### src/rtl/scan_pkg.sv
// Shared types and sizes for the scan sequencer: FSM state encoding and channel geometry.
package scan_pkg;

  localparam int NUM_CH = 4;
  localparam int SEL_W  = 2;

  typedef enum logic [1:0] {
    ST_IDLE = 2'd0,
    ST_RUN  = 2'd1,
    ST_HOLD = 2'd2
  } scan_state_t;

endpackage

### src/rtl/scan_next_sel.sv
// Combinational rotating-priority search for the next enabled channel after cur in direction dir.
module scan_next_sel
  import scan_pkg::*;
(
  input  logic [SEL_W-1:0]  cur,
  input  logic [NUM_CH-1:0] mask,
  input  logic              dir,
  output logic [SEL_W-1:0]  nxt,
  output logic              none
);

  // Candidates are visited cur+1, cur+2, cur+3 and finally cur itself, so a
  // lone enabled channel selects itself again.
  always_comb begin
    logic [SEL_W-1:0] cand;
    cand = '0;
    nxt  = cur;
    none = 1'b1;
    for (int i = 1; i <= NUM_CH; i++) begin
      cand = dir ? (cur - SEL_W'(i)) : (cur + SEL_W'(i));
      if (none && mask[cand]) begin
        nxt  = cand;
        none = 1'b0;
      end
    end
  end

endmodule

### src/rtl/scan_sequencer.sv
// Channel scan sequencer driving a 2-to-4 decoder select; run/pause/step control with prescaler.
// Optional SCAN_SEQUENCER_BLANK_EN: blanks sel_valid for the first cycle after each advance.
module scan_sequencer
  import scan_pkg::*;
#(
  parameter int PRESCALE_W = 16
) (
  input  logic                  clk,
  input  logic                  rst_n,
  input  logic                  start,
  input  logic                  stop,
  input  logic                  pause,
  input  logic                  step,
  input  logic                  dir,
  input  logic [PRESCALE_W-1:0] div,
  input  logic [NUM_CH-1:0]     mask,
  output logic [SEL_W-1:0]      sel,
  output logic                  sel_valid,
  output logic                  tick,
  output logic                  busy
);

  scan_state_t           state, state_d;
  logic [PRESCALE_W-1:0] count, count_d, term;
  logic [SEL_W-1:0]      sel_d, base, nxt;
  logic                  tick_d, valid_d, busy_d;
  logic                  none, adv, go;

  // From IDLE the search starts just "outside" the range so it lands on the
  // lowest (ascending) or highest (descending) enabled channel.
  assign base = (state == ST_IDLE) ? (dir ? SEL_W'(0) : SEL_W'(NUM_CH - 1)) : sel;

  scan_next_sel u_next_sel (
    .cur  (base),
    .mask (mask),
    .dir  (dir),
    .nxt  (nxt),
    .none (none)
  );

  assign term = (div == '0) ? '0 : (div - PRESCALE_W'(1));
  assign go   = !stop && (state == ST_IDLE) && start && !none;
  assign adv  = !stop && (((state == ST_RUN) && !pause && (count >= term)) ||
                          ((state == ST_HOLD) && pause && step));

  always_ff @(posedge clk) begin
    if (!rst_n) state <= ST_IDLE;
    else        state <= state_d;
  end

  always_comb begin
    state_d = state;
    if (stop) begin
      state_d = ST_IDLE;
    end else begin
      unique case (state)
        ST_IDLE: if (go) state_d = ST_RUN;
        ST_RUN: begin
          if (pause)            state_d = ST_HOLD;
          else if (adv && none) state_d = ST_IDLE;
        end
        ST_HOLD: begin
          if (!pause)           state_d = ST_RUN;
          else if (adv && none) state_d = ST_IDLE;
        end
        default: state_d = ST_IDLE;
      endcase
    end
  end

  always_comb begin
    sel_d   = sel;
    count_d = count;
    tick_d  = 1'b0;
    if (stop) begin
      count_d = '0;
    end else if (go) begin
      sel_d   = nxt;
      count_d = '0;
      tick_d  = 1'b1;
    end else if (adv) begin
      count_d = '0;
      if (!none) begin
        sel_d  = nxt;
        tick_d = 1'b1;
      end
    end else if ((state == ST_RUN) && !pause) begin
      count_d = count + PRESCALE_W'(1);
    end
    busy_d = (state_d != ST_IDLE);
`ifdef SCAN_SEQUENCER_BLANK_EN
    valid_d = busy_d && !adv;
`else
    valid_d = busy_d;
`endif
  end

  always_ff @(posedge clk) begin
    if (!rst_n) begin
      count     <= '0;
      sel       <= '0;
      sel_valid <= 1'b0;
      tick      <= 1'b0;
      busy      <= 1'b0;
    end else begin
      count     <= count_d;
      sel       <= sel_d;
      sel_valid <= valid_d;
      tick      <= tick_d;
      busy      <= busy_d;
    end
  end

endmodule
### config.mk
export PLATFORM = sky130hd
export DESIGN_NAME = scan_sequencer
export DESIGN_NICKNAME = d
export VERILOG_FILES = /design/src/rtl/scan_pkg.sv /design/src/rtl/scan_next_sel.sv /design/src/rtl/scan_sequencer.sv
export SDC_FILE = /design/constraint.sdc
export NUM_CORES = 1
export LEC_CHECK = 0
export BUFFER_PORTS_ARGS = -buffer_cell sky130_fd_sc_hd__buf_2
export CAP_MARGIN = 0
export CORE_MARGIN = 1.5
export CORE_UTILIZATION = 61
export CTS_BUF_LIST = sky130_fd_sc_hd__clkbuf_4 sky130_fd_sc_hd__clkbuf_8 sky130_fd_sc_hd__clkbuf_16
export DETAILED_ROUTE_END_ITERATION = 8
export HOLD_SLACK_MARGIN = 0.08
export PLACE_DENSITY = 0.84
export SLEW_MARGIN = 0
export SYNTH_ARGS = -nofsm -noshare
export SYNTH_HDL_FRONTEND = slang
export SYNTH_SLANG_ARGS = --single-unit
### constraint.sdc
create_clock -name clk -period 5.7 [get_ports clk]
set_input_delay 0.855 -clock clk [delete_from_list [all_inputs] [get_ports clk]]
set_output_delay 0.855 -clock clk [all_outputs]
set_load 0.02 [all_outputs]
After elaboration in Yosys (flattened, before gate mapping). Cells that the tools add are included.

Muxes and demuxes: 34. $lt $le $gt $ge: 5. $add $sub $neg: 8. Equality and inequality tests: 3. Bitwise logic cells: 2. Reduce and logical (&&, ||, !) cells: 23.

Operators with widths (count): $mux W2 (17); $add A16 B1 Y16 const B (1); $ge A16 B16 Y1 (1); $logic_not A16 Y1 (1); $mux W16 (1); $sub A16 B1 Y16 const B (1); $logic_and A1 B1 Y1 (12); $lt A2 B3 Y1 const B (4); $mux W1 (11); $bmux W1 S2 (4); $pmux W2 S3 (1); $add A2 B2 Y2 const B (2); $reduce_bool A2 Y1 (2); $reduce_or A4 Y1 (1); $sub A2 B2 Y2 const B (2); $logic_not A1 Y1 (3); $reduce_and A3 Y1 (1); $add A2 B1 Y2 const B (1); $eq A2 B1 Y1 const B (1); $eq A2 B2 Y1 const B (1); $logic_not A2 Y1 (1); $ne A2 B1 Y1 const B (1); $not A1 Y1 (2); $reduce_or A2 Y1 (1); other kinds (2) (2).

Register bits: 22. Input port bits: 27.

Longest topological paths before layout. Gate-level depths: netlist of the first run.

Word-level depth: 19. Depth in mapped cells: 16. Depth with buffers taken out: 14.

Cells and area by module. A second synthesis of the first run with hierarchy kept.

Cells, all modules: 269. Area, all modules: 2089.5 um^2.

Modules (own cells, without submodules): scan_sequencer (cells an instance 224, times used 1, area each 1730.4 um^2); scan_next_sel (cells an instance 45, times used 1, area each 359.1 um^2).

Worst setup path after synthesis of the first run. No wires, ideal clock.

Path type: in2reg. Start point: in div[10]. End point: reg count[11]. Required time: 5.636 ns. Arrival time: 3.807 ns. Setup slack: 1.829 ns. Stages on the path: 14. Path buffers: 2. Cell sequence: or4_4 -> nor4_1 -> and2b_1 -> nand4b_2 -> and2_1 -> ha_1 -> nand2b_1 -> a2111oi_0 -> or4b_1 -> a31oi_1 -> or3_1 -> buf_6 -> buf_8 -> nor2_1.

Word-level cells in the longest chain between the ends: 7. Elaborated cells on any way between the ends: 8.

Ends and longest elaborated chain: start, declared (line scan_sequencer.sv:15) `input logic [PRESCALE_W-1:0] div,`; $sub A16 B1 Y16 / $logic_not A16 Y1 (equally long branches) (line scan_sequencer.sv:41) `assign term = (div == '0) ? '0 : (div - PRESCALE_W'(1));`; $mux W16 * (line scan_sequencer.sv:41); $ge A16 B16 Y1 * (line scan_sequencer.sv:43) `assign adv = !stop && (((state == ST_RUN) && !pause && (count >= term)) ||`; $logic_and A1 B1 Y1 * (line scan_sequencer.sv:43); $logic_or A1 B1 Y1 * (line scan_sequencer.sv:43); $logic_and A1 B1 Y1 * (line scan_sequencer.sv:43); $reduce_or A4 Y1 (no source line) *; end signal, assigned (line scan_sequencer.sv:106) `count <= count_d;`; end, declared (line scan_sequencer.sv:24) `logic [PRESCALE_W-1:0] count, count_d, term;`.

Mark *: on every way between the ends. The rest lies on a longest branch, timed or not. A chain may end at the register's enable or synchronous reset.

Worst setup path after layout of the first run.
Start point: in div[10]. End point: reg count[2].

Same word-level chain as after synthesis.

==> results.yml, run 1 <==
sta:
  finalSetupTns_ns: 0
  drv_slew: 0
  skew_ns: 0.00604
  relSlewSlack_pct: 63.4
  worst_pin_slew_ns: 0.550
  period_share_pct: 73.5
  hold_viol_final: 0
  finalCriticalPeriod_ns: 4.19
  rsz0062_at_grt: "false"
  fmax_mhz: 239
  setup_viol: 0
  final.setup.worst_slack_ns: 1.51
worst_setup_path:
  r2r_cells: 7
  worst_setup_path_end_kind: "flop"
  crit_type: "in2reg"
  crit_path_cell_trace: "buf_2 -> or4_4 -> nor4_1 -> and2b_1 -> nand4b_2 -> and2_1 -> ha_1 -> nand2b_1 -> a2111oi_0 -> or4b_1 -> a31oi_1 -> or3_1 -> nor2_1"
  critPathMaxStageDelay_ns: 0.62
  cp_max_fo: 16
  reg2reg_to: "count[0]$_SDFFE_PP0P_"
  startpoint: "div[10]"
  start_kind: "primary input"
  r2r_setup_slack_ns: 3.25
  arrival_ns: 4.44
  crit_required_ns: 5.95
  worstReg2RegStart: "count[9]$_SDFFE_PP0P_"
  crit_family: "simple AND/OR/NAND/NOR gates"
  slowest_stage: "or3_1"
  cp_num_buf_inv: 1
global_routing:
  grt.busiest_layer: "met2"
  grt_util_met2_pct: 38.7
  grt_first_pass_wirelength_mm: 6.72
  met3_usage_pct: 2.16
  antenna_found_initial: 0
  grt_pass1_vias: 1608
  grt_overflow: 0
  grt_usage_pct: 24.0
  grt.met1_usage_pct: 33.4
  grt_max_degree: 17
placement:
  hpwl_mm: 3.25
  port-buffer-count: 31
  gp_congestion: 0.816
  pre_cts_slack_ns: 1.18
  placed_cells: 322
routing:
  routed_via_density: 5.68
  first_iter_violations: 64
  dr.pass1.iters: 4
  final_antenna_net_count: 0
  num_vias: 1851
  routed_wl_mm: 4.03
  post_drt_wl_per_cell_um: 12.4
  drcViolationCount: 0
cts:
  clock_sinks: 22
  cts_setup_buffers: 0
  cts_root_buf: "clkbuf_4"
  path_clk_slew_ns: 0.13
  ctsResizeCount: 0
  cts_tree: "done"
  insertion_delay_ns: 0.31
  clock_path_buffers: 2
  cts_made_buffers: 3
  cts-hold-fix-buffers: 0
  cts.htree.levels: 1
synth:
  ys_types: 51
  synth_nets: 301
  synthArstFlopShare_pct: 0
  synth_ff_type: "dfxtp_1"
  netlist_area_um2: 1970
  synth_edf_count: 0
  synth.yosys.seq_area_share_pct: 22.4
  ys_ff_latch: 22
  syn_area_per_cell_um2: 7.71
  netlist_instances: 255
  yosysWarnings: 0
final_layout:
  layout-drive-gt1-share_pct: 14.9
  num-fill-cells: 278
  final-seq-area_um2: 440
  synthToLayoutAreaGrowth_pct: 10.6
  diodes: 0
  utilization_pct: 71.2
  final_cell_count_no_fill: 326
  multi_input_area_um2: 1450
  nNetsFinal: 329
power_and_ir_drop:
  switching_share_pct: 25.6
  p_clk_share_pct: 34.9
  switching_power_uw: 87.8
  internal_power_uw: 255
  p_leak_uw: 0.000917
  ir_drop_mv: 0.0876
  p_seq_share_pct: 46.1
  comb_power_share_pct: 19.0
  power.density_nw_per_um2: 158
die:
  initial_utilization_pct: 64.4
  num_rows: 20
  die_x_um: 59.8
  ios: 32
  die-height_um: 59.8
  dieArea_um2: 3570
  core_um2: 3050
run_status:
  outcome: "finished clean"
hold_path:
  holdPathEnd: "count[15]$_SDFFE_PP0P_"
  min_path_cells: 2
  min_from: "count[15]$_SDFFE_PP0P_"
  hp-class: "reg2reg"
flow_run:
  maxCapViolations: 0
[synthesized netlist by cell type (2+ instances only)]
library cell   n  share of area, %
a21oi_1       11               2.8
a2bb2oi_1      2              0.89
a31oi_1        4               1.3
and2_1         2              0.64
and3_1         2              0.64
and4_1         2              0.89
buf_2          2              0.51
clkbuf_1       3              0.57
dfxtp_1       22                22
ha_1          19                12
inv_1          5              0.95
mux2i_1        3               1.5
nand2_1       31               5.9
nand2b_1       5               1.6
nand3_1        8               2.0
nand3b_1       3               1.1
nand4_1        8               2.5
nand4b_1       2              0.89
nor2_1        37               7.1
nor2b_1        3              0.95
nor3_1         9               2.3
nor3b_1        2              0.76
nor4_1         5               1.6
o21ai_0       10               2.5
xnor2_1       14               6.2
xor2_1        16               7.1
[cell families (layout without fill, tap and decap cells)]
| logic type | Yosys count | after routing | share of synthesized area (%) |
|---|---|---|---|
| AOI/OAI and AO/OA | 39 | 39 | 12.7 |
| adders and majority gates | 19 | 19 | 12.1 |
| muxes | 4 | 4 | 2.10 |
| buffers and inverters | 13 | 40 | 3.76 |
| xor gates and xnor gates | 30 | 30 | 13.4 |
| DFF | 22 | 22 | 22.4 |
| and+or+nand+nor | 128 | 128 | 33.5 |
[power groups by stage]
stage	Sequential, uW	Clock, uW	Combinational (uW)
2_1_floorplan	161	0	43.4
3_3_place_gp	161	0	63.4
3_5_place_dp	161	0	65.0
4_1_cts	158	120	65.3
5_1_grt	158	126	73.2
6_report	158	120	65.3
[layer usage]
metal  up-vias  routed length [um]
met4         0                  26
met1       846                2060
met2        38                1830
met3         4                 106
met5         -                   0
li1        963                   -
[stage by stage]
stage          power, uW  hold slack [ns]  instance area (um^2)
2_1_floorplan        204            0.485                  1970
3_3_place_gp         225            0.502                  2120
3_5_place_dp         226            0.517                  2120
4_1_cts              344            0.553                  2170
5_1_grt              358            0.578                  2170
6_report             343            0.549                  2170
[worst max-delay path by stage]
stage,endpoint,cells past startpoint
floorplan,count[11]$_SDFFE_PP0P_,14
global placement,count[5]$_SDFFE_PP0P_,13
detailed placement,count[10]$_SDFFE_PP0P_,13
CTS,count[3]$_SDFFE_PP0P_,13
global route,count[2]$_SDFFE_PP0P_,13
finish,count[2]$_SDFFE_PP0P_,13
[registers in the layout, summed over array words and instances (netlist names)]
register,count
busy,1
count,16
sel,2
state,2
tick,1
[cell usage in the layout, fill, tap and decap left out, types with 4 or more instances in the layout]
cell,netlist,final
xor2_1,16,16
a31oi_1,4,4
nor2_1,37,37
dfxtp_1,22,22
ha_1,19,19
nand2_1,31,31
nor3_1,9,9
o21ai_0,10,10
nor4_1,5,5
nand4_1,8,8
nand3_1,8,8
a21oi_1,11,11
buf_2,2,31
inv_1,5,5
xnor2_1,14,14
nand2b_1,5,5
[worst register-to-register path, cell delays in order (launching register included)]
cell     delay, ns
dfxtp_1       0.39
ha_1          0.32
nand4_1       0.13
nor3_1        0.18
or4b_1        0.50
a31oi_1       0.22
or3_1         0.49
nor2_1        0.10
[layout make-up]
class                      count  area share [%]
clock buffer                   3            1.04
clock inverter                 1            1.38
inverter                       5           0.864
multi-input combinational    220            66.8
sequential                    22            20.3
tap                           44            2.53
timing repair buffer          31            7.14
(Power assumes the default switching activity.)
==> inputs of run 2 (changes only) <==
Settings changed: CORE_UTILIZATION 61 to 57, PLACE_DENSITY 0.84 to 0.79.
Clock period 5.7 ns to 4.25 ns, I/O delays scaled along.
==> run 2 against run 1 <==
Utilization down 5.9 points. Critical path depth up 2. Cell count up 0.92%. Clock power down 25%. Largest cell class unchanged.
==> results.yml, run 2 (synthesis results as in run 1) <==
run_status:
  outcome: "finished clean"
final_layout:
  final_area_um2: 2160
  largest_reg_flops: 16
  synthToLayoutAreaGrowth_pct: 9.93
  layout-drive-gt1-share_pct: 15.2
  diodes: 0
  mostFrequentLayoutCell: "nor2_1"
  largest-register: "count"
  num-fill-cells: 307
  nNetsFinal: 331
  final_cell_mix: "nor2_1 (37), nand2_1 (31), buf_2 (31), dfxtp_1 (22), ha_1 (19)"
  final_cell_count_no_fill: 329
  top_regs: "count (16), sel (2), state (2)"
global_routing:
  antenna_found_initial: 0
  grt_usage_pct: 20.6
  grt_pass1_vias: 1424
  grt_util_met2_pct: 33.5
  grt.met1_usage_pct: 28.8
  grt_overflow: 0
  grt.busiest_layer: "met2"
  met3_usage_pct: 3.73
  grt_max_degree: 17
  grt_first_pass_wirelength_mm: 5.96
sta:
  fmax_mhz: 277
  skew_ns: 0.00144
  whs_ns: 0.542
  hold_viol_final: 0
  drv_slew: 0
  period_share_pct: 85.0
  rsz0062_at_grt: "false"
  worst_pin_slew_ns: 0.485
  finalSetupTns_ns: 0
  setup_viol: 0
  relSlewSlack_pct: 67.4
  finalCriticalPeriod_ns: 3.61
worst_setup_path:
  cp_max_fo: 16
  start_kind: "primary input"
  cp_num_cells: 15
  arrival_ns: 3.81
  crit_type: "in2reg"
  slowest_stage: "or4_4"
  crit_required_ns: 4.45
  crit_path_cell_trace: "buf_2 -> or4_4 -> nor4_1 -> and2b_1 -> nand3_1 -> xnor2_1 -> nand2_1 -> ha_1 -> nand4_1 -> nor3_1 -> or4b_1 -> a31oi_1 -> or3_1 -> buf_4 -> nor2_1"
  crit_family: "simple AND/OR/NAND/NOR gates"
  critPathMaxStageDelay_ns: 0.55
  r2r_cells: 9
  worst_setup_path_end_kind: "flop"
  cp_num_buf_inv: 2
power_and_ir_drop:
  p_leak_uw: 0.000912
  p_seq_share_pct: 54.3
  switching_share_pct: 28.2
  power.density_nw_per_um2: 181
  ir_drop_mv: 0.233
  switching_power_uw: 110
  power.total_uw: 390
  internal_power_uw: 280
  comb_power_share_pct: 22.8
  p_clk_share_pct: 22.9
die:
  die_x_um: 61.7
  die-height_um: 61.7
  ios: 32
  core_um2: 3310
  initial_utilization_pct: 59.4
  dieArea_um2: 3810
  num_rows: 21
cts:
  clock_path_buffers: 2
  cts.htree.levels: 1
  insertion_delay_ns: 0.29
  clock_sinks: 22
  cts_made_buffers: 3
  cts_root_buf: "clkbuf_4"
  ctsResizeCount: 0
  cts_tree: "done"
  cts_setup_buffers: 0
  cts-hold-fix-buffers: 0
  path_clk_slew_ns: 0.11
hold_path:
  hp-class: "reg2reg"
  min_path_cells: 2
placement:
  port-buffer-count: 31
  placed_cells: 326
  hpwl_mm: 3.16
  gp_congestion: 0.824
  place_area_um2: 2140
routing:
  final_antenna_net_count: 0
  routed_via_density: 5.58
  dr.pass1.iters: 4
  post_drt_wl_per_cell_um: 12.1
  routed_wl_mm: 3.97
  drcViolationCount: 0
  num_vias: 1837
  first_iter_violations: 117
flow_run:
  maxCapViolations: 0
run 2: cell count changes in the layout (fill, tap and decap cells not counted), sizes merged:
cell,delta
buf,+2
bufinv,-1
run 2: power by group through the flow:
stage	Combinational (uW)	Clock (uW)	Sequential, uW
after floorplan	58.3	0	216
after global placement	86.4	0	216
after detailed placement	88.1	0	216
after CTS	88.6	92.9	212
after global routing	99.8	102	212
final	88.8	89.5	212
run 2: layout make-up:
class / instances / area, um^2 / area share, %
multi-input combinational: 220 / 1450 / 67.2
sequential: 22 / 440 / 20.4
timing repair buffer: 33 / 170 / 7.87
tap: 46 / 57.6 / 2.66
clock buffer: 3 / 22.5 / 1.04
inverter: 5 / 18.8 / 0.869
run 2: path summary, 6_finish.rpt:
path | startpoint | endpoint | slack (ns)
setup / recovery | div[10] | count[12]$_SDFFE_PP0P_ | 0.64
hold / removal | count[15]$_SDFFE_PP0P_ | count[15]$_SDFFE_PP0P_ | 0.54
setup reg to reg | count[0]$_SDFFE_PP0P_ | count[8]$_SDFFE_PP0P_ | 1.92
hold reg to reg | count[15]$_SDFFE_PP0P_ | count[15]$_SDFFE_PP0P_ | 0.54
run 2: worst reg2reg max path: cells and delay by family, from the launching register on:
| kind | cells | cell delay, ns |
|---|---|---|
| and+or+nand+nor | 4 | 0.83 |
| buffers and inverters | 2 | 0.27 |
| AOI/OAI and AO/OA | 2 | 0.51 |
| DFF | 1 | 0.41 |
| adders and majority gates | 1 | 0.28 |
run 2: layer usage:
layer | vias up | wire length [um]
li1 | 966 | -
met3 | 4 | 144
met5 | - | 0
met4 | 0 | 30
met2 | 40 | 1910
met1 | 827 | 1890
run 2: through the flow:
step | utilization, % | setup WS [ns]
floorplan | - | 0.596
global placement | 64.6 | 0.338
detailed placement | 64.6 | 0.303
finish | 65.3 | 0.637
global route | 65.3 | 0.293
CTS | 65.3 | 0.630
